$ cat src/rtl/mbist_march_y_ctrl.sv
// March Y MBIST controller for a synchronous single-port memory.
// Sequence: up(w0); up(r0,w1,r1); down(r1,w0,r0); up(r0), then a drain cycle
// for the last read compare. Optional first-failure log enabled by the
// MBIST_FAIL_LOG_EN macro; without it fail_elem/fail_addr/fail_data read 0.
module mbist_march_y_ctrl #(
   parameter int ADDR_WIDTH = 4,
   parameter int DATA_WIDTH = 8
) (
   input  logic                  clk,
   input  logic                  rst_n,
   input  logic                  start,
   output logic [ADDR_WIDTH-1:0] CA,
   output logic                  we,
   output logic [DATA_WIDTH-1:0] datain,
   output logic                  re,
   input  logic [DATA_WIDTH-1:0] dataout,
   output logic                  busy,
   output logic                  done,
   output logic                  fail,
   output logic [1:0]            fail_elem,
   output logic [ADDR_WIDTH-1:0] fail_addr,
   output logic [DATA_WIDTH-1:0] fail_data
);

   localparam logic [2:0] S_IDLE  = 3'd0;
   localparam logic [2:0] S_M0    = 3'd1;
   localparam logic [2:0] S_M1    = 3'd2;
   localparam logic [2:0] S_M2    = 3'd3;
   localparam logic [2:0] S_M3    = 3'd4;
   localparam logic [2:0] S_DRAIN = 3'd5;
   localparam logic [2:0] S_DONE  = 3'd6;

   localparam logic [ADDR_WIDTH-1:0] ADDR_MAX = '1;
   localparam logic [ADDR_WIDTH-1:0] ADDR_ONE = {{(ADDR_WIDTH-1){1'b0}}, 1'b1};
   localparam logic [DATA_WIDTH-1:0] ONES     = '1;
   localparam logic [DATA_WIDTH-1:0] ZEROS    = '0;

   logic [2:0]            state_q, state_d;
   logic [ADDR_WIDTH-1:0] addr_q, addr_d;
   logic [1:0]            op_q, op_d;
   logic [DATA_WIDTH-1:0] hold_q;
   logic                  chk_q;
   logic [DATA_WIDTH-1:0] exp_q;
   logic                  fail_q;

   logic                  wr, rd, multi_op, last_addr, start_acc, mismatch;
   logic [DATA_WIDTH-1:0] wval, rval;
   logic [2:0]            next_elem;

   assign start_acc = start && ((state_q == S_IDLE) || (state_q == S_DONE));
   assign mismatch  = chk_q && (dataout != exp_q);

   // Decode the single op issued this cycle and its write / expected-read value.
   always_comb begin
      wr       = 1'b0;
      rd       = 1'b0;
      wval     = ZEROS;
      rval     = ZEROS;
      multi_op = 1'b0;
      case (state_q)
         S_M0: wr = 1'b1;
         S_M1: begin
            multi_op = 1'b1;
            case (op_q)
               2'd0:    rd = 1'b1;
               2'd1:    begin wr = 1'b1; wval = ONES; end
               default: begin rd = 1'b1; rval = ONES; end
            endcase
         end
         S_M2: begin
            multi_op = 1'b1;
            case (op_q)
               2'd0:    begin rd = 1'b1; rval = ONES; end
               2'd1:    wr = 1'b1;
               default: rd = 1'b1;
            endcase
         end
         S_M3: rd = 1'b1;
         default: ;
      endcase
   end

   // Sequence ops, addresses and elements; M2 stops at 0 so the counter never wraps.
   always_comb begin
      state_d   = state_q;
      addr_d    = addr_q;
      op_d      = op_q;
      last_addr = (state_q == S_M2) ? (addr_q == '0) : (addr_q == ADDR_MAX);
      next_elem = state_q + 3'd1;
      case (state_q)
         S_IDLE, S_DONE: begin
            if (start) begin
               state_d = S_M0;
               addr_d  = '0;
               op_d    = 2'd0;
            end
         end
         S_M0, S_M1, S_M2, S_M3: begin
            if (multi_op && (op_q != 2'd2)) begin
               op_d = op_q + 2'd1;
            end else begin
               op_d = 2'd0;
               if (last_addr) begin
                  state_d = next_elem;
                  addr_d  = (state_q == S_M1) ? ADDR_MAX : '0;
               end else if (state_q == S_M2) begin
                  addr_d = addr_q - ADDR_ONE;
               end else begin
                  addr_d = addr_q + ADDR_ONE;
               end
            end
         end
         S_DRAIN: state_d = S_DONE;
         default: state_d = S_IDLE;
      endcase
   end

   // Sequencer state.
   always_ff @(posedge clk or negedge rst_n) begin
      if (!rst_n) begin
         state_q <= S_IDLE;
         addr_q  <= '0;
         op_q    <= 2'd0;
      end else begin
         state_q <= state_d;
         addr_q  <= addr_d;
         op_q    <= op_d;
      end
   end

   // Write data holds its last value outside write cycles.
   always_ff @(posedge clk or negedge rst_n) begin
      if (!rst_n) hold_q <= '0;
      else        hold_q <= datain;
   end

   // Read compare pipeline and sticky fail flag.
   always_ff @(posedge clk or negedge rst_n) begin
      if (!rst_n) begin
         chk_q  <= 1'b0;
         exp_q  <= '0;
         fail_q <= 1'b0;
      end else begin
         chk_q <= rd;
         exp_q <= rval;
         if (start_acc)     fail_q <= 1'b0;
         else if (mismatch) fail_q <= 1'b1;
      end
   end

`ifdef MBIST_FAIL_LOG_EN
   logic [1:0]            elem;
   logic [1:0]            chk_elem_q, fail_elem_q;
   logic [ADDR_WIDTH-1:0] chk_addr_q, fail_addr_q;
   logic [DATA_WIDTH-1:0] fail_data_q;

   assign elem = 2'(state_q - S_M0);

   // Capture element/address/data of the first mismatch only.
   always_ff @(posedge clk or negedge rst_n) begin
      if (!rst_n) begin
         chk_elem_q  <= '0;
         chk_addr_q  <= '0;
         fail_elem_q <= '0;
         fail_addr_q <= '0;
         fail_data_q <= '0;
      end else begin
         chk_elem_q <= elem;
         chk_addr_q <= addr_q;
         if (start_acc) begin
            fail_elem_q <= '0;
            fail_addr_q <= '0;
            fail_data_q <= '0;
         end else if (mismatch && !fail_q) begin
            fail_elem_q <= chk_elem_q;
            fail_addr_q <= chk_addr_q;
            fail_data_q <= dataout;
         end
      end
   end

   assign fail_elem = fail_elem_q;
   assign fail_addr = fail_addr_q;
   assign fail_data = fail_data_q;
`else
   assign fail_elem = '0;
   assign fail_addr = '0;
   assign fail_data = '0;
`endif

   assign CA     = addr_q;
   assign we     = wr;
   assign re     = rd;
   assign datain = wr ? wval : hold_q;
   assign busy   = (state_q >= S_M0) && (state_q <= S_DRAIN);
   assign done   = (state_q == S_DONE);
   assign fail   = fail_q;

endmodule

$ cat config.mk
export PLATFORM = sky130hd
export DESIGN_NAME = mbist_march_y_ctrl
export DESIGN_NICKNAME = d
export VERILOG_FILES = /design/src/rtl/mbist_march_y_ctrl.sv
export SDC_FILE = /design/constraint.sdc
export NUM_CORES = 1
export LEC_CHECK = 0
export ABC_AREA = 1
export CORE_MARGIN = 2
export CORE_UTILIZATION = 51
export CTS_CLUSTER_DIAMETER = 60
export DETAILED_ROUTE_END_ITERATION = 10
export HOLD_SLACK_MARGIN = 0.05
export PLACE_DENSITY = 0.91
export SYNTH_ARGS = -nofsm -noshare
export SYNTH_HDL_FRONTEND = slang
export SYNTH_SLANG_ARGS = --single-unit
$ cat constraint.sdc
create_clock -name clk -period 5.64 [get_ports clk]
set_clock_uncertainty 0.15 [all_clocks]
set_input_delay 0.564 -clock clk [delete_from_list [all_inputs] [get_ports clk]]
set_output_delay 0.564 -clock clk [all_outputs]
set_load 0.005 [all_outputs]
# After elaboration in Yosys (flattened, before gate mapping)
# Cells that the tools add are included.
[totals] output_inout_bits=31 ram_bits=0 latchBits=0 mem_count=0 regBits=27 mem_bits_ro=0 elab_cells=70 input_bits=11
[classes] shift=0 n_lt_le_gt_ge=2 reduce_logical=17 mul=0 n_eq_ne=13 add_sub_neg=4 n_div=0 muxes=27 n_bitwise=0
[ops] cell="2-to-1 mux 8 bit" n=5
[ops] cell="2-to-1 mux 4 bit" n=5
[ops] cell="case mux 8 bit (2 select lines)" n=1
[ops] cell="== test 3 bit (second input constant)" n=3
[ops] cell="2-to-1 mux 3 bit" n=3
[ops] cell="case mux 3 bit (3 select lines)" n=1
[ops] cell="!= test 2 bit (second input constant)" n=4
[ops] cell="!= test 8 bit" n=1
[ops] cell="case mux 4 bit (2 select lines)" n=1
[ops] cell="== test 3 x 2 -> 1 bit (second input constant)" n=2
[ops] cell="2-to-1 mux 1 bit" n=6
[ops] cell="AND reduction 3 bit" n=2
[ops] cell="OR reduction 2 bit" n=3
[ops] cell="adder 4 x 1 -> 4 bit (second input constant)" n=1
[ops] cell="== test 4 bit (second input constant)" n=1
[ops] cell="logical AND 1 bit" n=4
[ops] cell="logical NOT 4 bit" n=1
[ops] cell="2-to-1 mux 2 bit" n=2
[ops] cell="case mux 1 bit (2 select lines)" n=2
[ops] cell="case mux 2 bit (2 select lines)" n=1
[ops] cell="nonzero test 2 bit" n=2
[ops] cell="OR reduction 4 bit" n=1
[ops] cell="subtractor 4 x 1 -> 4 bit (second input constant)" n=1
[ops] cell="adder 3 x 1 -> 3 bit (second input constant)" n=1
[ops] cell="other kinds (9)" n=9

# Depth between registers and ports, before layout
# Gate-level depths: netlist (run 1).
[depth] ltp_word=6 ltp_mapped=12 ltp_nobuf=11

# Worst setup path before layout (run 1)
# No wires, ideal clock.
[synth_path] path_kind="register to output" start="register state_q[0]" end="output datain[0]" n_path_buf=1 arrival_ps=1401 path_stages_with_launch=9 setup_slack_ps=3525 required_ps=4926 cell_sequence="dfrtp_1 > ha_1 > ha_1 > buf_2 > inv_2 > nand2_1 > nand2_1 > nand3_1 > nand2_1"
[synth_via] elab_chain_len=4 word_cells_on_any_way=7 cone_classes="eq/ne: 3; mux: 3; reduce/logical: 1"
[synth_lines] item="from (decl)" line_no="38" rtl="logic [2:0] state_q, state_d;"
[synth_lines] item="from (signal assigned)" line_no="125" rtl="state_q <= state_d;"
[synth_lines] item="== test 3 x 2 -> 1 bit" line_no="60" rtl="case (state_q)"
[synth_lines] item="OR reduction 2 bit (no line)"
[synth_lines] item="case mux 1 bit (2 select lines)" line_no="60"
[synth_lines] item="2-to-1 mux 8 bit *" line_no="194" rtl="assign datain = wr ? wval : hold_q;"
[synth_lines] item="to (decl)" line_no="14" rtl="output logic [DATA_WIDTH-1:0] datain,"
# Mark *: on every way between the ends. The rest lies on a longest branch, timed or not.

# Final worst setup path (run 1)
# Ends and elaborated chain as after synthesis.

==> run summary, run 1 <==
STA classifies the critical path endpoint as an output pin. VDD sags by at most 355 µV. Row generation in the floorplan step produced 19 rows. The first global-routing pass estimated 4550 µm of wire. The number of global-route vias before repair was 1126; the synthesis warning total was 0.

The worst reg2reg path depth works out to 9. The run gives 0.098 as the share of total power in the clock network. The post-route clock period utilization was 0.555. The number of DRC markers in iteration 0 is 23. Measured along the y axis, the die boundary spans 57.6 µm. The share of post-route cells with drive strength above 1 was 0.154; the layout overhead on the synthesized area was 19.4%.

Port buffering added 27 buffers. The measured slew at the worst slew-check pin was 0.867 ns. By instance count, the leading cell after synthesis is sky130_fd_sc_hd__nand2_1. Data on the critical path arrives at its endpoint at 2.41 ns.

For this design the total switching power over the nets is 0.383 mW. The final cell utilization of the core came out at 0.639. The worst register-to-register path ends at CA[1]. The number of antenna diodes in the final layout is 0. The share of total power consumed by net switching works out to 0.455.

The worst hold path passes through 2 cells. Setup repair after global routing left no endpoint under its margin. The most used flip-flop cell after synthesis is sky130_fd_sc_hd__dfrtp_1.

Buffers inserted during clock tree synthesis total 3. Wires add up to 2700 µm. For the final routed database, the setup TNS stands at 0 ns. The number of antenna violations at the first check in global routing came out at 0. Power spread over the standard cell area amounts to 482 nW/µm². Overall fraction of global-route tracks in use: 0.173.

The post-CTS setup buffer count came out at 0. The pre-antenna-repair detailed-routing pass consisted of 6 iterations. Detailed placement finished with a half-perimeter wire length of 2140 µm.

The worst path required time is 4.93 ns. Measured along the x axis, the die boundary spans 57.6 µm. The run finished with clean final reports. After detailed routing, the average wire length per cell comes to 11.0 µm.

The category of the worst setup path launch point was a flop. Each instance of the synthesized netlist takes up on average 7.91 µm². The tools report the terminating pin of the worst hold path as hold_q[3]. The number of gates resized after CTS is 0, and the shortest period the worst path allows is 3.13 ns. The total vias in the final route is 1231, and the total setup violations reported at the end of the flow is 0.

Cell internal power was estimated by the tool at 0.459 mW. The congestion estimate from routability-driven global placement came to 0.894. Number of H-tree branching levels: 1. The total of hold buffers inserted after clock tree synthesis was 0; the portion of the post-synthesis area used by sequential elements was 0.342. The tree is rooted in a sky130_fd_sc_hd__clkbuf_4.

The async set-reset flop share out of synthesis was 1.00. The clock latency at the later pin of the worst-skew pair was 0.30 ns. For the cell area after synthesis, the log shows 1460 µm². The cell count after synthesis came out at 185.

The clock passes through at most 2 buffers. The final worst hold slack was 0.356 ns. Yosys attributes the largest share of cell area to sky130_fd_sc_hd__dfrtp_1 (34%), sky130_fd_sc_hd__nand2_1 (11%), sky130_fd_sc_hd__ha_1 (8.5%). The top-area cell type share of the netlist area was 0.342; the remaining number of nets flagged by the antenna check after routing was 0. The portion of total power attributed to sequential cells came out at 0.261. In this run the most critical hold path is launched from hold_q[3]. Yosys mapped a number of flops with a built-in enable equal to 0. The tools report the die area as 3310 µm². The largest total area in the synthesized netlist belongs to sky130_fd_sc_hd__dfrtp_1. The maximum achievable frequency is 320 MHz. Counting flops and latches in the post-synthesis netlist gives 20. TritonCTS built the clock tree.

Count of pins over their slew limit: 0. The mean number of vias per cell is 5.02. Global routing finished with a remaining overflow of 0. The clock net sink count came out at 20.

The worst setup path is of the flop to output pin kind. For the combinational power share, the log shows 0.640. The worst flop-to-flop path startpoint was state_q[2].

42 I/O pins were placed. The tools report the effective utilization at floorplan as 0.535. The most critical setup path has its startpoint at state_q[0]. Across the run, the number of max-cap violations was 0. For this design the static power due to leakage is 0.921 nW.

Entering global routing, the biggest net connects 21 pins. For this run, design rule violations remaining after detail routing come to 0. The tightest min-delay check is of the flop to flop type. Along the worst path, the maximum fanout reaches 9. By count the netlist is led by sky130_fd_sc_hd__nand2_1 (44), sky130_fd_sc_hd__dfrtp_1 (20), sky130_fd_sc_hd__inv_1 (19). The run gives 0 as the final-report hold violation count. The standard cell core area came out at 2730 µm².

The number of nets in the layout is 236, and the number of library cell types mapped by synthesis is 31. The run gives 0.420 as the worst relative slew slack. Clock-pin slew was measured on the worst setup and hold paths at 0.11 ns. The setup check on the worst reg-to-reg path leaves a slack of 3.51 ns.
[power by group through the flow]
stage	registers, mW	logic [mW]	clock network [mW]
2_1_floorplan	0.218	0.394	0
3_3_place_gp	0.222	0.527	0
3_5_place_dp	0.223	0.539	0
4_1_cts	0.220	0.543	0.0857
5_1_grt	0.225	0.597	0.0911
6_report	0.220	0.540	0.0828
[registers in the layout, indices dropped and copies added, names as in the netlist]
name and cells:
hold_q 8, CA 4, state_q 3, op_q 2, chk_q 1, exp_q 1
fail 1
[through the flow]
| stage | worst slack (ns) | cells | instance area (µm²) | power (mW) |
|---|---|---|---|---|
| finish | 2.51 | 245 | 1750 | 0.843 |
| CTS | 2.52 | 245 | 1750 | 0.849 |
| global route | 2.36 | 245 | 1750 | 0.914 |
| global placement | 2.94 | 241 | 1710 | 0.749 |
| floorplan | 3.52 | 198 | 1510 | 0.612 |
| detailed placement | 2.87 | 241 | 1710 | 0.763 |
[worst max-delay path by stage]
stage	to	slack, ns	cells past startpoint
finish	datain[0]	2.51	8
global route	datain[5]	2.36	8
CTS	datain[5]	2.52	8
detailed placement	datain[5]	2.87	8
global placement	datain[7]	2.94	8
floorplan	datain[0]	3.52	8
[routing by layer]
metal	global-route usage	vias up	routed length, µm
met2	0.297	39	1290
met3	0.0340	7	172
met1	0.211	568	1180
met4	0.0698	0	55
met5	0	-	0
li1	-	617	-
[critical path, cell delays in order, from the launching register on]
cell and delay [ns]:
sky130_fd_sc_hd__dfrtp_1 0.44, sky130_fd_sc_hd__ha_1 0.24, sky130_fd_sc_hd__ha_1 0.30, sky130_fd_sc_hd__inv_2 0.11, sky130_fd_sc_hd__nand2_1 0.07, sky130_fd_sc_hd__nand2_1 0.22
sky130_fd_sc_hd__nand3_1 0.11, sky130_fd_sc_hd__nand2_1 0.11, sky130_fd_sc_hd__clkdlybuf4s50_1 0.52
[kinds of logic after synthesis]
kind of cell / synth area share
flip-flops: 0.342
buffers and inverters: 0.138
AND/OR/NAND/NOR: 0.350
adder cells (fa/ha/maj): 0.0855
other: 0.00256
multiplexers: 0.00684
AO/OA/AOI/OAI: 0.0744
[area by class of cell]
cell class | instances | area [µm²]
multi-input cells | 139 | 810
clock buffers | 4 | 36.3
fillers | 225 | 986
well taps | 31 | 38.8
flip-flops and latches | 20 | 500
repair buffers | 27 | 270
inverters | 24 | 92.6
[placed cells by master (no fill, tap or decap), types with 2 or more instances in the layout]
cell type and instances:
sky130_fd_sc_hd__clkbuf_4 3, sky130_fd_sc_hd__clkdlybuf4s50_1 27, sky130_fd_sc_hd__conb_1 14, sky130_fd_sc_hd__dfrtp_1 20
sky130_fd_sc_hd__ha_1 10, sky130_fd_sc_hd__inv_1 19, sky130_fd_sc_hd__inv_2 4, sky130_fd_sc_hd__nand2_1 44
sky130_fd_sc_hd__nand2_2 8, sky130_fd_sc_hd__nand2_4 3, sky130_fd_sc_hd__nand3_1 18, sky130_fd_sc_hd__nor2_1 12
sky130_fd_sc_hd__nor2_4 5, sky130_fd_sc_hd__nor3_1 2, sky130_fd_sc_hd__o21ai_0 4, sky130_fd_sc_hd__o21ai_2 4
sky130_fd_sc_hd__o22ai_1 2
No activity file was read; power rests on OpenSTA's default activity.
==> run 2, diff against run 1 <==
Settings changed: CORE_UTILIZATION 51 to 43, PLACE_DENSITY 0.91 to 0.82.
Clock period 5.64 ns to 2.55 ns, I/O delays scaled along.
==> run 2 against run 1 <==
Effect of this change: non-clock buffer count increased by 6; clock power increased to 3.1 times the previous value; sequential cell count unchanged; final cell count increased by 9.0%; count of clock-buffer cells in the layout decreased by 1; sequential share of layout area decreased by 2.0 points; via count increased by 0.16%; power increased by 140%; routed wire length increased by 6.2%; sequential power increased by 120%; critical path depth decreased by 1; register-to-register slack got worse by 3.0 ns; critical endpoint is now re; highest routed layer unchanged.
==> run summary, run 2 (synthesized netlist as in run 1, its figures left out) <==
The routability congestion estimate is 0.897 (was 0.894). Area of all sequential standard cells: 502 µm² (was 500 µm²). The run finished with clean final reports.

The effective utilization at floorplan is 0.442 (was 0.535). Cells traversed along the worst timing path: inv_4 > ha_1 > inv_2 > nand2_2 > inv_1 > o21ai_2 > clkdlybuf4s50_1 (was ha_1 > ha_1 > inv_2 > nand2_1 > nand2_1 > nand3_1 > nand2_1 > clkdlybuf4s50_1). Clock tree root buffer cell: sky130_fd_sc_hd__clkbuf_4 (unchanged).

The tools report the die area as 3890 µm² (was 3310 µm²). The logs give 37 (was 23) for the number of DRC markers in iteration 0 and 411 MHz for the maximum achievable frequency. The run gives 2 (unchanged) as the maximum buffer depth of the clock tree. Classification of the worst-slack hold path: primary input to async pin (was flop to flop).

Post-route clock period utilization: 0.955. Chip height: 62.3 µm (was 57.6 µm). The run gives 0.126 ns (was 0.356 ns) as the final worst hold slack. The share of post-route cells with drive strength above 1 works out to 0.222 (was 0.154).

The layout overhead on the synthesized area is 28.7% (was 19.4%), and the clock slew at the register clock pins of the worst setup and hold paths is 0.11 ns (about the same). The logs give 0 (unchanged) for the count of pins over their slew limit and 297 (was 225) for the fill cell instance count of the final layout. The combined buffer and inverter count along the critical path works out to 4 (was 2). The endpoint type of the worst setup path is an output pin (unchanged).

The antenna diode count is 0 (unchanged). The delay of the slowest cell on the worst path came out at 0.52 ns (about the same). The number of nets in the layout came out at 243 (was 236).

The maximum number of pins on one net before global-route repair was 21 (unchanged). The worst reg2reg path depth came out at 9 (unchanged). The logs give 1155 (was 1126) for the number of global-route vias before repair and 4930 µm (was 4550 µm) for the wire length of the first global-routing pass. For the minimum setup slack after placement, the log shows 0.224 ns (was 2.87 ns). Most common cell after layout, fill and taps aside: sky130_fd_sc_hd__nand2_1 (unchanged). Reg2reg setup slack: 0.51 ns (was 3.51 ns). The tools report the total setup violations reported at the end of the flow as 0 (unchanged). The biggest fanout along the worst timing path is 9 (unchanged), and the mean number of vias per cell is 4.62 (was 5.02). The type of the setup path with the least slack is flop to output pin (unchanged). The run gives 3 (unchanged) as the TritonCTS buffer count. The number of detailed-route iterations in the first pass is 4 (was 6).

Average routed wire per standard cell: 10.7 µm (was 11.0 µm). For the remaining global-route overflow, the log shows 0 (unchanged). The leakage power total is 1.12 nW (was 0.921 nW). The die boundary width came out at 62.3 µm (was 57.6 µm). The total wire length is 2870 µm (was 2700 µm), and the final total power is 2.01 mW (was 0.843 mW). The overall fraction of global-route tracks in use was 0.152 (was 0.173). Leading cell types in the layout, fill and taps excluded: sky130_fd_sc_hd__nand2_1 (40), sky130_fd_sc_hd__dfrtp_1 (19), sky130_fd_sc_hd__clkdlybuf4s50_1 (19) (was sky130_fd_sc_hd__nand2_1 (44), sky130_fd_sc_hd__clkdlybuf4s50_1 (27), sky130_fd_sc_hd__dfrtp_1 (20)). The cell with the largest stage delay on the worst path was sky130_fd_sc_hd__clkdlybuf4s50_1 (unchanged). The number of H-tree branching levels is 1 (unchanged). TritonCTS built the clock tree. The sum of negative setup slack is 0 ns (unchanged), and the worst path required time is 2.14 ns (was 4.93 ns). Register with the most flip-flops: hold_q (unchanged). Largest vdd supply drop: 537 µV (was 355 µV). The tools report the standard cell core area as 3310 µm² (was 2730 µm²). The clock net sink count is 20 (unchanged). Count of input and output buffers: 27 (unchanged). The end of the worst register-to-register path was CA[1] (unchanged). The number of top-level pins is 42 (unchanged), and the remaining number of nets flagged by the antenna check after routing is 0 (unchanged). Category of cells accounting for the largest share of critical-path delay: buffers and inverters (unchanged). The tools report the number of max-capacitance violations reported as 0 (unchanged). The worst path in the final design needs a cycle of 2.44 ns, including I/O delays and setup. The flip-flop count of the largest register after layout works out to 8 (unchanged). Detailed placer's ending HPWL: 2160 µm (was 2140 µm). The tools report the clock latency at the later pin of the worst-skew pair as 0.30 ns (about the same). For the total vias in the final route, the log shows 1233 (was 1231). The area taken by multi-input logic gates came out at 845 µm² (was 810 µm²). Data arrival at the endpoint of the critical path: 2.03 ns (was 2.41 ns). The run gives 0 (unchanged) as the post-detailed-route DRC marker count.

The tools report the category of the worst setup path launch point as a flop (unchanged). The number of antenna violations at the first check in global routing came out at 0 (unchanged). Power per standard cell area: 1060 nW/µm² (was 482 nW/µm²). The final setup slack of the worst path was 0.114 ns (was 2.51 ns); the total of hold buffers inserted after clock tree synthesis was 0 (unchanged). Setup repair after global routing left no endpoint under its margin.

The final-report hold violation count is 0 (unchanged). Worst flop-to-flop path startpoint: state_q[1] (was state_q[2]). The run gives 21 (was 19) as the cell row count.
-- run 2: changes by cell type in the layout (fill, tap and decap cells not counted), moves of 2 or more --
cell,delta
sky130_fd_sc_hd__buf_4,+6
sky130_fd_sc_hd__dlymetal6s2s_1,+8
sky130_fd_sc_hd__ha_1,-2
sky130_fd_sc_hd__ha_2,+2
sky130_fd_sc_hd__nand2_2,+3
sky130_fd_sc_hd__clkdlybuf4s50_1,-8
sky130_fd_sc_hd__nand2_4,+2
sky130_fd_sc_hd__nand2_1,-4
-- run 2: worst register-to-register path, stage by stage, from the launching register on --
cell and delay (ns):
sky130_fd_sc_hd__dfrtp_1 0.43, sky130_fd_sc_hd__ha_2 0.21, sky130_fd_sc_hd__ha_1 0.21, sky130_fd_sc_hd__buf_4 0.17, sky130_fd_sc_hd__nand2_1 0.06, sky130_fd_sc_hd__nand2_1 0.06
sky130_fd_sc_hd__ha_1 0.26, sky130_fd_sc_hd__or2_2 0.29, sky130_fd_sc_hd__nand2_1 0.06, sky130_fd_sc_hd__nand2_1 0.04
-- run 2: per-layer routing --
metal	up-vias	GRT usage	share of wire
met5	-	0	0
li1	633	-	-
met3	8	0.0290	0.036
met1	558	0.197	0.46
met4	0	0.0500	0.020
met2	34	0.255	0.49
-- run 2: metrics by stage --
step,cell area [µm²],utilization,instances
2_1_floorplan,1510,-,198
3_3_place_gp,1750,0.527,258
3_5_place_dp,1750,0.527,258
4_1_cts,1830,0.552,264
5_1_grt,1880,0.569,267
6_report,1880,0.569,267
-- run 2: how the worst max path moves through the flow --
stage	start	to	slack, ns	cells after the start
finish	state_q[2]	re	0.11	7
global route	state_q[0]	re	0.0001	7
CTS	state_q[0]	datain[0]	0.03	8
detailed placement	state_q[0]	datain[0]	0.22	8
global placement	state_q[0]	datain[0]	0.28	8
floorplan	state_q[0]	CA[1]	0.58	10
-- run 2: what timing repair did --
| item | CTS | global route |
|---|---|---|
| buffers inserted | 1 | 3 |
| gates cloned | 1 | 0 |
| pin swaps | 0 | 1 |
| gates resized for setup | 5 | 14 |
| endpoints found under the setup margin | 9 | 9 |
| hold endpoints to repair | 0 | 0 |
-- run 2: where the power goes --
part / internal (mW) / leakage, nW / switching [mW]
sequential: 0.415 / 0.267 / 0.0780
combinational: 0.544 / 0.830 / 0.713
clock: 0.159 / 0.0279 / 0.0986
-- run 2: cell type report --
cell class	instances	area share
multi-input combinational	140	0.448
sequential	20	0.266
timing repair buffer	33	0.178
tap	46	0.0305
clock inverter	1	0.0159
clock buffer	3	0.0120
inverter	24	0.0491
==> run 3, diff against run 2 <==
Settings changed: CORE_ASPECT_RATIO set to 0.7.
==> run 3 against run 2 <==
Effect of this change: routed wire length up 1.0%; worst hold slack gained 0.053 ns; core utilization grew 0.34 points; sequential cell count is the same; sequential share of layout area is 0.77 points higher; setup slack lost 0.011 ns; largest power group unchanged; via count decreased by 2.3%; register-to-register slack barely moved; count of clock-buffer cells in the layout did not move; global-route usage rose by 1.1 points; sequential power hardly changed.
==> run summary, run 3 (synthesized netlist as in run 1, its figures left out) <==
The tools report the number of detailed-route iterations in the first pass as 4 (unchanged). The average routed wire per standard cell was 11.3 µm (was 10.7 µm); the total setup violations reported at the end of the flow was 0 (unchanged). The antenna diode count came out at 0 (unchanged). The effective utilization at floorplan is 0.459 (was 0.442), and the number of DRC markers in iteration 0 is 70 (was 37). The tools report the endpoint type of the worst setup path as an output pin (unchanged). The final-report hold violation count is 0 (unchanged), and the biggest fanout along the worst timing path is 5 (was 9). The leakage power total is 1.03 nW (was 1.12 nW), and the number of H-tree branching levels is 1 (unchanged).

The die boundary width came out at 73.7 µm (was 62.3 µm). Chip height: 52.8 µm (was 62.3 µm). The tools report the overall fraction of global-route tracks in use as 0.163 (was 0.152). Classification of the worst-slack hold path: primary input to async pin (unchanged). The flow ran to the end, and the final reports show no timing, DRC or antenna violations.

The routability congestion estimate is 0.825 (was 0.897). The final total power was 1.93 mW (was 2.01 mW); the post-route clock period utilization was 0.960 (was 0.955). The total wire length came out at 2890 µm (was 2870 µm). The type of the setup path with the least slack was flop to output pin (unchanged). The wire length of the first global-routing pass was 4820 µm (was 4930 µm); the data arrival at the endpoint of the critical path was 2.04 ns (was 2.03 ns). For the standard cell core area, the log shows 3190 µm² (was 3310 µm²). The logs give 539 µV (was 537 µV) for the largest vdd supply drop and 3890 µm² (about the same) for the die area.

The clock slew at the register clock pins of the worst setup and hold paths is 0.07 ns (was 0.11 ns). The TritonCTS buffer count was 3 (unchanged). The shortest period the worst path allows was 2.45 ns (was 2.44 ns); the cell row count was 17 (was 21). The count of pins over their slew limit is 0 (unchanged). The final cell utilization of the core came out at 0.573 (was 0.569). Maximum achievable frequency: 409 MHz (was 411 MHz). Number of antenna violations at the first check in global routing: 0 (unchanged).

The run gives 42 (unchanged) as the number of top-level pins. The run gives 2220 µm (was 2160 µm) as the detailed placer's ending HPWL. The tools report the number of global-route vias before repair as 1068 (was 1155). The logs give 20 (unchanged) for the clock net sink count and 21 (unchanged) for the maximum number of pins on one net before global-route repair. Fill cell instance count of the final layout: 299 (was 297). The logs give 0 (unchanged) for the remaining number of nets flagged by the antenna check after routing and 0 (unchanged) for the number of max-capacitance violations reported.

The mean number of vias per cell works out to 4.73 (was 4.62). The power per standard cell area came out at 1060 nW/µm² (about the same). The number of nets in the layout was 240 (was 243). Leading cell types in the layout, fill and taps excluded: sky130_fd_sc_hd__nand2_1 (41), sky130_fd_sc_hd__clkdlybuf4s50_1 (23), sky130_fd_sc_hd__dfrtp_1 (20) (was sky130_fd_sc_hd__nand2_1 (40), sky130_fd_sc_hd__dfrtp_1 (19), sky130_fd_sc_hd__clkdlybuf4s50_1 (19)). The run gives 2 (unchanged) as the maximum buffer depth of the clock tree. The count of input and output buffers came out at 27 (unchanged).

The register with the most flip-flops was hold_q (unchanged). The clock latency at the later pin of the worst-skew pair is 0.26 ns (was 0.30 ns), and the post-detailed-route DRC marker count is 0 (unchanged). The tools report the category of the worst setup path launch point as a flop (unchanged). The layout overhead on the synthesized area came out at 24.8% (was 28.7%).

Worst path required time: 2.14 ns (about the same). TritonCTS built the clock tree. The share of post-route cells with drive strength above 1 was 0.198 (was 0.222).

The total vias in the final route is 1205 (was 1233). The clock tree root buffer cell was sky130_fd_sc_hd__clkbuf_8 (was sky130_fd_sc_hd__clkbuf_4). Flip-flop count of the largest register after layout: 8 (unchanged). The most common cell after layout, fill and taps aside is sky130_fd_sc_hd__nand2_1 (unchanged). The remaining global-route overflow is 0 (unchanged).
==> run 3: cell types whose count changed in the layout (fill, tap and decap cells not counted), moves of 3 or more <==
| cell | previous run | this run |
|---|---|---|
| sky130_fd_sc_hd__clkdlybuf4s50_1 | 19 | 23 |
| sky130_fd_sc_hd__dlymetal6s2s_1 | 8 | 4 |
| sky130_fd_sc_hd__buf_4 | 6 | 3 |
| sky130_fd_sc_hd__clkbuf_4 | 3 | 0 |
| sky130_fd_sc_hd__clkbuf_8 | 0 | 3 |
==> run 3: what timing repair did <==
item,in CTS,in global routing
setup endpoints to repair,8,9
resized for setup,5,8
cloned,1,0
buffers inserted,0,1
hold buffers,0,0
pin swaps,0,0
==> run 3: stage by stage <==
stage | hold WS [ns] | setup WS, ns | TNS [ns] | instance area, µm² | std cells
final | 0.179 | 0.103 | 0 | 1830 | 255
after global routing | 0.203 | -0.00300 | -0.00491 | 1830 | 255
after CTS | 0.190 | 0.0219 | 0 | 1800 | 254
after detailed placement | 0.333 | 0.162 | 0 | 1740 | 250
after global placement | 0.331 | 0.261 | 0 | 1740 | 250
after floorplan | -0.191 | 0.576 | 0 | 1510 | 198
==> run 3: area by class of cell <==
type                            instances  area (µm²)  area share
Timing Repair Buffer                   30         303       0.166
Clock buffer                            3        41.3      0.0226
Multi-Input combinational cell        140         842       0.461
Inverter                               24        92.6      0.0507
Tap cell                               38        47.5      0.0260
Sequential cell                        20         500       0.274
==> run 3: power breakdown <==
group | switching [mW] | internal (mW) | leakage (nW) | total, mW
combinational | 0.703 | 0.528 | 0.741 | 1.23
sequential | 0.0757 | 0.415 | 0.269 | 0.491
clock | 0.104 | 0.105 | 0.0216 | 0.210
total | 0.883 | 1.05 | 1.03 | 1.93
==> run 3: worst paths after layout <==
check | end | slack [ns] | from | cells after the start
max | datain[5] | 0.10 | state_q[0] | 8
max reg2reg | CA[1] | 0.50 | state_q[0] | 9
min reg2reg | hold_q[1] | 0.35 | hold_q[1] | 2
max in group asynchronous | op_q[0] | 1.85 | rst_n | 2
min | state_q[2] | 0.18 | rst_n | 2
min in group clk | hold_q[1] | 0.35 | hold_q[1] | 2
==> run 3: critical path, cell delays in order (launching register included) <==
cell and delay (ns):
sky130_fd_sc_hd__dfrtp_1 0.43, sky130_fd_sc_hd__ha_2 0.21, sky130_fd_sc_hd__ha_1 0.20, sky130_fd_sc_hd__inv_2 0.07
sky130_fd_sc_hd__nand2_2 0.10, sky130_fd_sc_hd__nand2_4 0.10, sky130_fd_sc_hd__nand3_1 0.07, sky130_fd_sc_hd__nand2_1 0.09
sky130_fd_sc_hd__clkdlybuf4s50_1 0.51
==> run 3: routing by layer <==
metal,share of wire,track usage,vias to the layer above
li1,-,-,622
met1,0.49,0.223,544
met5,0,0,-
met4,0.0045,0.0182,0
met2,0.44,0.259,37
met3,0.063,0.0519,2
